<file path="config.mk">
export PLATFORM = sky130hd
export DESIGN_NAME = mic4_pulse_seq_flat
export DESIGN_NICKNAME = d
export VERILOG_FILES = /design/src/rtl/mic4_pulse_seq_if.sv /design/src/rtl/mic4_pulse_seq.sv /design/src/flat_wrapper.sv
export SDC_FILE = /design/constraint.sdc
export NUM_CORES = 1
export LEC_CHECK = 0
export ABC_AREA = 1
export CAP_MARGIN = 20
export CELL_PAD_IN_SITES_DETAIL_PLACEMENT = 2
export CELL_PAD_IN_SITES_GLOBAL_PLACEMENT = 2
export CORE_ASPECT_RATIO = 1.25
export CORE_MARGIN = 1
export CORE_UTILIZATION = 30
export DETAILED_ROUTE_END_ITERATION = 12
export GPL_ROUTABILITY_DRIVEN = 0
export PLACE_DENSITY_LB_ADDON = 0.1
export SYNTH_ARGS = -nofsm -noshare
export SYNTH_HDL_FRONTEND = slang
export SYNTH_SLANG_ARGS = --single-unit
</file>
<file path="constraint.sdc">
create_clock -name clk_control -period 4 [get_ports clk_control]
set_clock_uncertainty 0.15 [all_clocks]
set_input_delay 0.8 -clock clk_control [delete_from_list [all_inputs] [get_ports clk_control]]
set_output_delay 0.8 -clock clk_control [all_outputs]
set_load 0.01 [all_outputs]
</file>
<file path="src/rtl/mic4_pulse_seq_if.sv">
// mic4_pulse_seq_if: command/config bus plus controller-facing outputs of the MIC4 pulse sequencer.
// Latency: none (wires only).
// Backpressure: none; the sequencer ignores start while busy.
//
// Ports (master = software/command side, slave = sequencer):
//   start, abort             single-cycle command strobes
//   cfg_*                    sequence configuration, sampled with start
//   div0, div1               latched divider settings for the controller
//   pulse_grst/_a/_d         single-cycle requests for the controller
//   busy, done, rep_cnt      sequence status
interface mic4_pulse_seq_if #(
  parameter int DIV_WIDTH = 6,
  parameter int CNT_WIDTH = 16,
  parameter int REP_WIDTH = 16
);
  logic                 start;
  logic                 abort;
  logic [DIV_WIDTH-1:0] cfg_div0;
  logic [DIV_WIDTH-1:0] cfg_div1;
  logic                 cfg_en_grst;
  logic                 cfg_en_a;
  logic                 cfg_en_d;
  logic [CNT_WIDTH-1:0] cfg_grst_gap;
  logic [CNT_WIDTH-1:0] cfg_period;
  logic [REP_WIDTH-1:0] cfg_nrep;

  logic [DIV_WIDTH-1:0] div0;
  logic [DIV_WIDTH-1:0] div1;
  logic                 pulse_grst;
  logic                 pulse_a;
  logic                 pulse_d;
  logic                 busy;
  logic                 done;
  logic [REP_WIDTH-1:0] rep_cnt;

  modport master (
    output start, abort, cfg_div0, cfg_div1, cfg_en_grst, cfg_en_a, cfg_en_d,
           cfg_grst_gap, cfg_period, cfg_nrep,
    input  div0, div1, pulse_grst, pulse_a, pulse_d, busy, done, rep_cnt
  );

  modport slave (
    input  start, abort, cfg_div0, cfg_div1, cfg_en_grst, cfg_en_a, cfg_en_d,
           cfg_grst_gap, cfg_period, cfg_nrep,
    output div0, div1, pulse_grst, pulse_a, pulse_d, busy, done, rep_cnt
  );
endinterface

</file>
<file path="src/rtl/mic4_pulse_seq.sv">
// mic4_pulse_seq: turns one start command into divider settings, an optional grst strobe and N injection strobes.
// Latency: div0/div1 and busy update 1 cycle after start; first strobe SETTLE_CYCLES+1 cycles after start.
// Backpressure: none; start is ignored while busy, abort cancels at once (strobes masked in the abort cycle).
//
// Ports:
//   clk_control  100 MHz control clock, sole clock
//   rst          synchronous active-high reset
//   ext_trig     (only with MIC4_PULSE_SEQ_TRIG_EN) asynchronous injection trigger
//   bus          mic4_pulse_seq_if slave modport: start/abort/cfg_* in, div/pulse/status out
//
// Optional feature macro: MIC4_PULSE_SEQ_TRIG_EN. When defined, injections are paced by
// synchronized rising edges of ext_trig instead of cfg_period (WAIT becomes WAIT_TRIG).
// SETTLE always lasts at least one cycle, even with SETTLE_CYCLES=0.
module mic4_pulse_seq #(
  parameter int DIV_WIDTH     = 6,
  parameter int CNT_WIDTH     = 16,
  parameter int REP_WIDTH     = 16,
  parameter int SETTLE_CYCLES = 8
) (
  input  logic            clk_control,
  input  logic            rst,
`ifdef MIC4_PULSE_SEQ_TRIG_EN
  input  logic            ext_trig,
`endif
  mic4_pulse_seq_if.slave bus
);

`ifdef MIC4_PULSE_SEQ_TRIG_EN
  typedef enum logic [2:0] {
    ST_IDLE, ST_SETTLE, ST_GRST, ST_GAP, ST_INJ, ST_WAIT_TRIG, ST_DONE
  } state_t;
  // The first injection also waits for a trigger edge, so it issues no strobe on entry.
  localparam state_t FIRST_INJ    = ST_WAIT_TRIG;
  localparam logic   FIRST_IS_INJ = 1'b0;
`else
  typedef enum logic [2:0] {
    ST_IDLE, ST_SETTLE, ST_GRST, ST_GAP, ST_INJ, ST_WAIT, ST_DONE
  } state_t;
  localparam state_t FIRST_INJ    = ST_INJ;
  localparam logic   FIRST_IS_INJ = 1'b1;
`endif

  localparam logic [CNT_WIDTH-1:0] CNT_ONE    = CNT_WIDTH'(1);
  localparam logic [CNT_WIDTH-1:0] SETTLE_LIM = CNT_WIDTH'(SETTLE_CYCLES);

  state_t               state;
  logic [CNT_WIDTH-1:0] cnt_q;        // cycles spent in SETTLE/GAP/WAIT, 1 on entry

  // Shadow copies of the configuration, frozen at start.
  logic                 en_grst_q;
  logic                 en_a_q;
  logic                 en_d_q;
  logic [CNT_WIDTH-1:0] gap_q;
  logic [REP_WIDTH-1:0] nrep_q;

  // Registered outputs.
  logic [DIV_WIDTH-1:0] div0_q;
  logic [DIV_WIDTH-1:0] div1_q;
  logic                 pulse_grst_q;
  logic                 pulse_a_q;
  logic                 pulse_d_q;
  logic                 busy_q;
  logic                 done_q;
  logic [REP_WIDTH-1:0] rep_cnt_q;

  // Only evaluated in INJ, where nrep_q is non-zero, so the subtraction cannot underflow.
  logic last_inj;
  assign last_inj = (rep_cnt_q >= nrep_q - REP_WIDTH'(1));

`ifdef MIC4_PULSE_SEQ_TRIG_EN
  logic trig_s1, trig_s2, trig_s3;
  logic trig_rise;

  // Two flops to resynchronize ext_trig, a third to find its rising edge.
  always_ff @(posedge clk_control) begin
    if (rst) begin
      trig_s1 <= 1'b0;
      trig_s2 <= 1'b0;
      trig_s3 <= 1'b0;
    end else begin
      trig_s1 <= ext_trig;
      trig_s2 <= trig_s1;
      trig_s3 <= trig_s2;
    end
  end

  assign trig_rise = trig_s2 & ~trig_s3;
`else
  logic [CNT_WIDTH-1:0] period_q;
  logic [CNT_WIDTH-1:0] wait_len;

  // WAIT length giving an INJ-to-INJ spacing of max(p,2): the controller needs a low
  // cycle between strobes to see each one as a separate edge.
  assign wait_len = (period_q < CNT_WIDTH'(2)) ? CNT_ONE : period_q - CNT_ONE;
`endif

  always_ff @(posedge clk_control) begin
    if (rst) begin
      state        <= ST_IDLE;
      cnt_q        <= '0;
      en_grst_q    <= 1'b0;
      en_a_q       <= 1'b0;
      en_d_q       <= 1'b0;
      gap_q        <= '0;
      nrep_q       <= '0;
`ifndef MIC4_PULSE_SEQ_TRIG_EN
      period_q     <= '0;
`endif
      div0_q       <= '0;
      div1_q       <= '0;
      pulse_grst_q <= 1'b0;
      pulse_a_q    <= 1'b0;
      pulse_d_q    <= 1'b0;
      busy_q       <= 1'b0;
      done_q       <= 1'b0;
      rep_cnt_q    <= '0;
    end else begin
      // Strobes are single-cycle unless a transition below re-asserts them.
      pulse_grst_q <= 1'b0;
      pulse_a_q    <= 1'b0;
      pulse_d_q    <= 1'b0;
      done_q       <= 1'b0;

      case (state)
        ST_IDLE: begin
          // abort in the same cycle as start wins.
          if (bus.start && !bus.abort) begin
            en_grst_q <= bus.cfg_en_grst;
            en_a_q    <= bus.cfg_en_a;
            en_d_q    <= bus.cfg_en_d;
            gap_q     <= bus.cfg_grst_gap;
            nrep_q    <= bus.cfg_nrep;
`ifndef MIC4_PULSE_SEQ_TRIG_EN
            period_q  <= bus.cfg_period;
`endif
            div0_q    <= bus.cfg_div0;
            div1_q    <= bus.cfg_div1;
            rep_cnt_q <= '0;
            busy_q    <= 1'b1;
            cnt_q     <= CNT_ONE;
            state     <= ST_SETTLE;
          end
        end

        ST_DONE: begin
          state <= ST_IDLE;
        end

        default: begin
          if (bus.abort) begin
            // div0/div1 and rep_cnt keep their values; only the sequence stops.
            state  <= ST_IDLE;
            busy_q <= 1'b0;
            cnt_q  <= '0;
          end else begin
            case (state)
              ST_SETTLE: begin
                if (cnt_q >= SETTLE_LIM) begin
                  cnt_q <= CNT_ONE;
                  if (en_grst_q) begin
                    state        <= ST_GRST;
                    pulse_grst_q <= 1'b1;
                  end else if (nrep_q != '0) begin
                    state     <= FIRST_INJ;
                    pulse_a_q <= FIRST_IS_INJ & en_a_q;
                    pulse_d_q <= FIRST_IS_INJ & en_d_q;
                  end else begin
                    state  <= ST_DONE;
                    done_q <= 1'b1;
                    busy_q <= 1'b0;
                  end
                end else begin
                  cnt_q <= cnt_q + CNT_ONE;
                end
              end

              ST_GRST: begin
                cnt_q <= CNT_ONE;
                if (nrep_q == '0) begin
                  state  <= ST_DONE;
                  done_q <= 1'b1;
                  busy_q <= 1'b0;
                end else if (gap_q == '0) begin
                  // Zero gap: first injection in the cycle right after grst.
                  state     <= FIRST_INJ;
                  pulse_a_q <= FIRST_IS_INJ & en_a_q;
                  pulse_d_q <= FIRST_IS_INJ & en_d_q;
                end else begin
                  state <= ST_GAP;
                end
              end

              ST_GAP: begin
                if (cnt_q >= gap_q) begin
                  state     <= FIRST_INJ;
                  pulse_a_q <= FIRST_IS_INJ & en_a_q;
                  pulse_d_q <= FIRST_IS_INJ & en_d_q;
                end else begin
                  cnt_q <= cnt_q + CNT_ONE;
                end
              end

              ST_INJ: begin
                // Saturate at N so the count never passes the requested number.
                rep_cnt_q <= last_inj ? nrep_q : rep_cnt_q + REP_WIDTH'(1);
                cnt_q     <= CNT_ONE;
                if (last_inj) begin
                  state  <= ST_DONE;
                  done_q <= 1'b1;
                  busy_q <= 1'b0;
                end else begin
`ifdef MIC4_PULSE_SEQ_TRIG_EN
                  state <= ST_WAIT_TRIG;
`else
                  state <= ST_WAIT;
`endif
                end
              end

`ifdef MIC4_PULSE_SEQ_TRIG_EN
              ST_WAIT_TRIG: begin
                if (trig_rise) begin
                  state     <= ST_INJ;
                  pulse_a_q <= en_a_q;
                  pulse_d_q <= en_d_q;
                end
              end
`else
              ST_WAIT: begin
                if (cnt_q >= wait_len) begin
                  state     <= ST_INJ;
                  pulse_a_q <= en_a_q;
                  pulse_d_q <= en_d_q;
                end else begin
                  cnt_q <= cnt_q + CNT_ONE;
                end
              end
`endif

              default: begin
                state  <= ST_IDLE;
                busy_q <= 1'b0;
              end
            endcase
          end
        end
      endcase
    end
  end

  assign bus.div0       = div0_q;
  assign bus.div1       = div1_q;
  // Strobes are already registered for this cycle; masking with abort keeps them
  // silent from the abort cycle onward.
  assign bus.pulse_grst = pulse_grst_q & ~bus.abort;
  assign bus.pulse_a    = pulse_a_q & ~bus.abort;
  assign bus.pulse_d    = pulse_d_q & ~bus.abort;
  assign bus.busy       = busy_q;
  assign bus.done       = done_q;
  assign bus.rep_cnt    = rep_cnt_q;

endmodule

</file>
<file path="src/flat_wrapper.sv">
// flat-port wrapper written by rule: the top's interface ports become plain ports
module mic4_pulse_seq_flat 
#(
  parameter int DIV_WIDTH     = 6,
  parameter int CNT_WIDTH     = 16,
  parameter int REP_WIDTH     = 16,
  parameter int SETTLE_CYCLES = 8
)
  (clk_control, rst, bus_start, bus_abort, bus_cfg_div0, bus_cfg_div1, bus_cfg_en_grst, bus_cfg_en_a, bus_cfg_en_d, bus_cfg_grst_gap, bus_cfg_period, bus_cfg_nrep, bus_div0, bus_div1, bus_pulse_grst, bus_pulse_a, bus_pulse_d, bus_busy, bus_done, bus_rep_cnt);
  mic4_pulse_seq_if #(.DIV_WIDTH(DIV_WIDTH), .CNT_WIDTH(CNT_WIDTH), .REP_WIDTH(REP_WIDTH)) bus_i ();
  input  logic clk_control;
  input  logic rst;
  input wire logic [$bits(bus_i.start)-1:0] bus_start;
  input wire logic [$bits(bus_i.abort)-1:0] bus_abort;
  input wire logic [$bits(bus_i.cfg_div0)-1:0] bus_cfg_div0;
  input wire logic [$bits(bus_i.cfg_div1)-1:0] bus_cfg_div1;
  input wire logic [$bits(bus_i.cfg_en_grst)-1:0] bus_cfg_en_grst;
  input wire logic [$bits(bus_i.cfg_en_a)-1:0] bus_cfg_en_a;
  input wire logic [$bits(bus_i.cfg_en_d)-1:0] bus_cfg_en_d;
  input wire logic [$bits(bus_i.cfg_grst_gap)-1:0] bus_cfg_grst_gap;
  input wire logic [$bits(bus_i.cfg_period)-1:0] bus_cfg_period;
  input wire logic [$bits(bus_i.cfg_nrep)-1:0] bus_cfg_nrep;
  output wire logic [$bits(bus_i.div0)-1:0] bus_div0;
  output wire logic [$bits(bus_i.div1)-1:0] bus_div1;
  output wire logic [$bits(bus_i.pulse_grst)-1:0] bus_pulse_grst;
  output wire logic [$bits(bus_i.pulse_a)-1:0] bus_pulse_a;
  output wire logic [$bits(bus_i.pulse_d)-1:0] bus_pulse_d;
  output wire logic [$bits(bus_i.busy)-1:0] bus_busy;
  output wire logic [$bits(bus_i.done)-1:0] bus_done;
  output wire logic [$bits(bus_i.rep_cnt)-1:0] bus_rep_cnt;
  assign bus_i.start = bus_start;
  assign bus_i.abort = bus_abort;
  assign bus_i.cfg_div0 = bus_cfg_div0;
  assign bus_i.cfg_div1 = bus_cfg_div1;
  assign bus_i.cfg_en_grst = bus_cfg_en_grst;
  assign bus_i.cfg_en_a = bus_cfg_en_a;
  assign bus_i.cfg_en_d = bus_cfg_en_d;
  assign bus_i.cfg_grst_gap = bus_cfg_grst_gap;
  assign bus_i.cfg_period = bus_cfg_period;
  assign bus_i.cfg_nrep = bus_cfg_nrep;
  assign bus_div0 = bus_i.div0;
  assign bus_div1 = bus_i.div1;
  assign bus_pulse_grst = bus_i.pulse_grst;
  assign bus_pulse_a = bus_i.pulse_a;
  assign bus_pulse_d = bus_i.pulse_d;
  assign bus_busy = bus_i.busy;
  assign bus_done = bus_i.done;
  assign bus_rep_cnt = bus_i.rep_cnt;
  mic4_pulse_seq #(.DIV_WIDTH(DIV_WIDTH), .CNT_WIDTH(CNT_WIDTH), .REP_WIDTH(REP_WIDTH), .SETTLE_CYCLES(SETTLE_CYCLES)) u_core (.clk_control(clk_control), .rst(rst), .bus(bus_i));
endmodule
</file>
==> flow_metrics.py <==
metrics = {
    "sta": {
        "setup-tns-final_ns": 0,
        "setup_viol": 0,
        "rsz0062_at_grt": "no",
        "maxSlewViolCount": 0,
        "min_period_ns": 3.58,
        "final_hold_viol_count": 0,
        "fin_crit_sh_pct": 89.5,
        "max_freq_mhz": 279,
        "fin_ws_ns": 0.421,
        "worst_pin_slew_ns": 0.737,
        "hold_slack_ns": 0.340,
        "relSlewSlack_pct": 50.8,
    },
    "clocking": {
        "clock_path_buffers": 2,
        "cts_buffers": 9,
        "clkSlewWorstSetupHoldPaths_ns": 0.08,
        "cts_tree": "done",
        "clkLatencyLatePin_ns": 0.37,
        "htreeDepth": 3,
        "cts_hold_buf": 0,
        "clock-root-buffer": "clkbuf_16",
        "cts_sinks": 103,
    },
    "detailed_routing": {
        "wl_met3_microns": 494,
        "wl_microns": 25100,
        "detail_route.drc_violations": 0,
        "routed_via_density": 5.10,
        "wl_met2_microns": 13600,
        "dr.pass1.iters": 4,
        "ant_nets": 0,
        "num_vias": 7162,
        "wire_per_inst_microns": 17.9,
        "met1Wirelength_microns": 10600,
        "drt_iter0_markers": 158,
        "highest_layer": "met4",
    },
    "outcome": {
        "status": "finished clean",
    },
    "grt": {
        "grt_max_degree": 54,
        "grt_pass1_vias": 7610,
        "grt_pass1_wl_microns": 39800,
        "gr-total-overflow": 0,
        "antenna_found_initial": 0,
        "grt_usage_pct": 22.4,
    },
    "worst_setup_path": {
        "path_delay_family": "simple AND/OR/NAND/NOR gates",
        "crit_slowest_cell": "dfxtp_1",
        "cp_cell_sequence": "inv_2 > nand3_1 > nor3_2 > nand2_1 > nor2_1 > nand3_1 > nor2_1 > nand3_1 > xor2_1 > ha_1 > a21oi_1 > o21ai_0 > nor2_1 > nand2_1 > inv_1 > o21ai_0 > nand3_1 > a21oi_1",
        "path_class": "flip-flop to flip-flop",
        "worst-path-max-fanout": 7,
        "ff2ff_path_depth": 18,
        "critPathArrivalTime_ns": 3.67,
        "end_kind": "flip-flop",
        "critPathLaunchType": "flip-flop",
        "path_buf_inv": 2,
        "cp_num_cells": 18,
        "critPathRequiredTime_ns": 4.09,
        "crit_path_frequent_cell": "nand3_1",
        "critical-path-max-stage-delay_ns": 0.34,
    },
    "placed_design": {
        "placed_cell_area_sq_um": 8080,
        "place_ws_ns": 0.338,
        "dp_hpwl_microns": 19300,
        "dp_cells": 1387,
        "port_buffers": 99,
    },
    "floorplan": {
        "initial_core_util_pct": 30.6,
        "coreArea_sq_um": 22200,
        "die-area_sq_um": 23200,
        "dieWidth_microns": 137,
        "io_pins": 100,
        "die_y_microns": 170,
        "fp-row-count": 61,
    },
    "synth": {
        "netlist_area_sq_um": 6790,
        "syn_inst": 1028,
        "syn_area_per_cell_sq_um": 6.60,
        "synth_nets": 1148,
        "synth_edf_count": 0,
        "async_flop_share_pct": 0,
        "synth_ff_type": "dfxtp_1",
        "synth.distinct_cells": 34,
        "yosysSeqAreaShare_pct": 30.4,
        "synth_seq_cells": 103,
        "yosysWarningCount": 0,
    },
    "power": {
        "power_leakage_nw": 3.66,
        "powerDensity_nw_per_um2": 609,
        "peakVddDrop_mv": 0.243,
        "finalPower_mw": 5.12,
    },
    "cells_and_area": {
        "drive_gt1_share_pct": 5.98,
        "design_area_sq_um": 8410,
        "diodes": 0,
        "syn_to_final_growth_pct": 23.9,
        "final_cells": 1404,
        "fin_nets": 1236,
        "final_core_util_pct": 37.9,
    },
    "flow_run": {
        "cap_violations": 0,
    },
    "worst_hold_path": {
        "hold_path_class": "flip-flop to flip-flop",
        "holdPathStages": 2,
    },
}
## registers in the layout, indices dropped and copies added, names as in the netlist, 3 cells and up
| name | flops |
|---|---|
| u_core.bus.rep_cnt | 16 |
| u_core.cnt_q | 16 |
| u_core.gap_q | 16 |
| u_core.nrep_q | 16 |
| u_core.period_q | 16 |
| u_core.bus.div0 | 6 |
| u_core.bus.div1 | 6 |
| u_core.state | 3 |
## routing by layer
layer	global-route usage (%)	up-vias
met4	6.23	0
li1	-	3564
met2	43.7	82
met1	24.9	3490
met3	2.65	26
met5	0	-
## synthesized netlist by cell type (4+ instances only)
cell type | n | area (sq um)
xor2_1 | 23 | 201
nor3_2 | 4 | 40.0
nor3_1 | 25 | 125
o211ai_1 | 8 | 60.1
inv_1 | 118 | 443
nand3_1 | 73 | 365
clkbuf_1 | 18 | 67.6
nor2_1 | 125 | 469
inv_2 | 9 | 33.8
nand4_1 | 37 | 231
xnor2_1 | 4 | 35.0
or2_2 | 6 | 37.5
ha_1 | 53 | 663
o21ai_0 | 78 | 390
a21oi_1 | 87 | 435
nand2_1 | 210 | 788
nand2_2 | 5 | 31.3
dfxtp_1 | 103 | 2060
o21bai_1 | 4 | 30.0
buf_2 | 15 | 75.1
## cells by family after synthesis
group                    after synthesis  synth area share [%]
AND/OR/NAND/NOR                      497                  32.4
AO/OA/AOI/OAI                        186                  14.6
adder cells (fa/ha/maj)               53                  9.77
flip-flops                           103                  30.4
XOR/XNOR                              27                  3.48
buffers and inverters                162                  9.35
## final cells by class
cell class	count	area [sq um]
tap	283	354
fill	2711	13800
sequential	103	2060
clock buffer	10	239
clock inverter	6	66.3
inverter	127	477
timing repair buffer	111	1090
multi-input combinational	764	4120
## layout by cell type (no fill, tap or decap), drive strengths merged, types with 4 or more instances in the layout
cell type and count:
nand2 215, nor2 130, inv 129, dfxtp 103, clkdlybuf4s50 99, a21oi 87
o21ai 80, nand3 75, ha 53, nand4 37, nor3 30, xor2 23
buf 12, clkbuf 10, o211ai 8, or2 6, xnor2 4, o21bai 4
## path summary, 6_finish.rpt
path | slack, ns | from | end
setup / recovery | 0.42 | u_core.nrep_q[2]$_SDFFE_PP0P_ | u_core.bus.rep_cnt[2]$_SDFFE_PP0P_
hold / removal | 0.34 | u_core.gap_q[0]$_SDFFE_PP0P_ | u_core.gap_q[0]$_SDFFE_PP0P_
setup reg to reg | 0.42 | u_core.nrep_q[2]$_SDFFE_PP0P_ | u_core.bus.rep_cnt[2]$_SDFFE_PP0P_
hold reg to reg | 0.34 | u_core.gap_q[0]$_SDFFE_PP0P_ | u_core.gap_q[0]$_SDFFE_PP0P_
## report_power, final
group	switching, mW	total [mW]	internal, mW
Clock	0.444	0.952	0.507
Combinational	1.69	2.67	0.983
Sequential	0.260	1.49	1.23
## worst reg2reg max path: stages (launching register included)
cell and delay, ns:
dfxtp_1 0.34, inv_2 0.08, nand3_1 0.13, nor3_2 0.20, nand2_1 0.08, nor2_1 0.18, nand3_1 0.22, nor2_1 0.21
nand3_1 0.11, xor2_1 0.16, ha_1 0.32, a21oi_1 0.16, o21ai_0 0.10, nor2_1 0.23, nand2_1 0.20, inv_1 0.29
o21ai_0 0.16, nand3_1 0.09, a21oi_1 0.07
## what timing repair did
action / 4_1_cts / 5_1_grt
gates resized for setup: 0 / 3
endpoints found under the setup margin: 0 / 16
buffers inserted: 0 / 0
(Power assumes the default switching activity.)
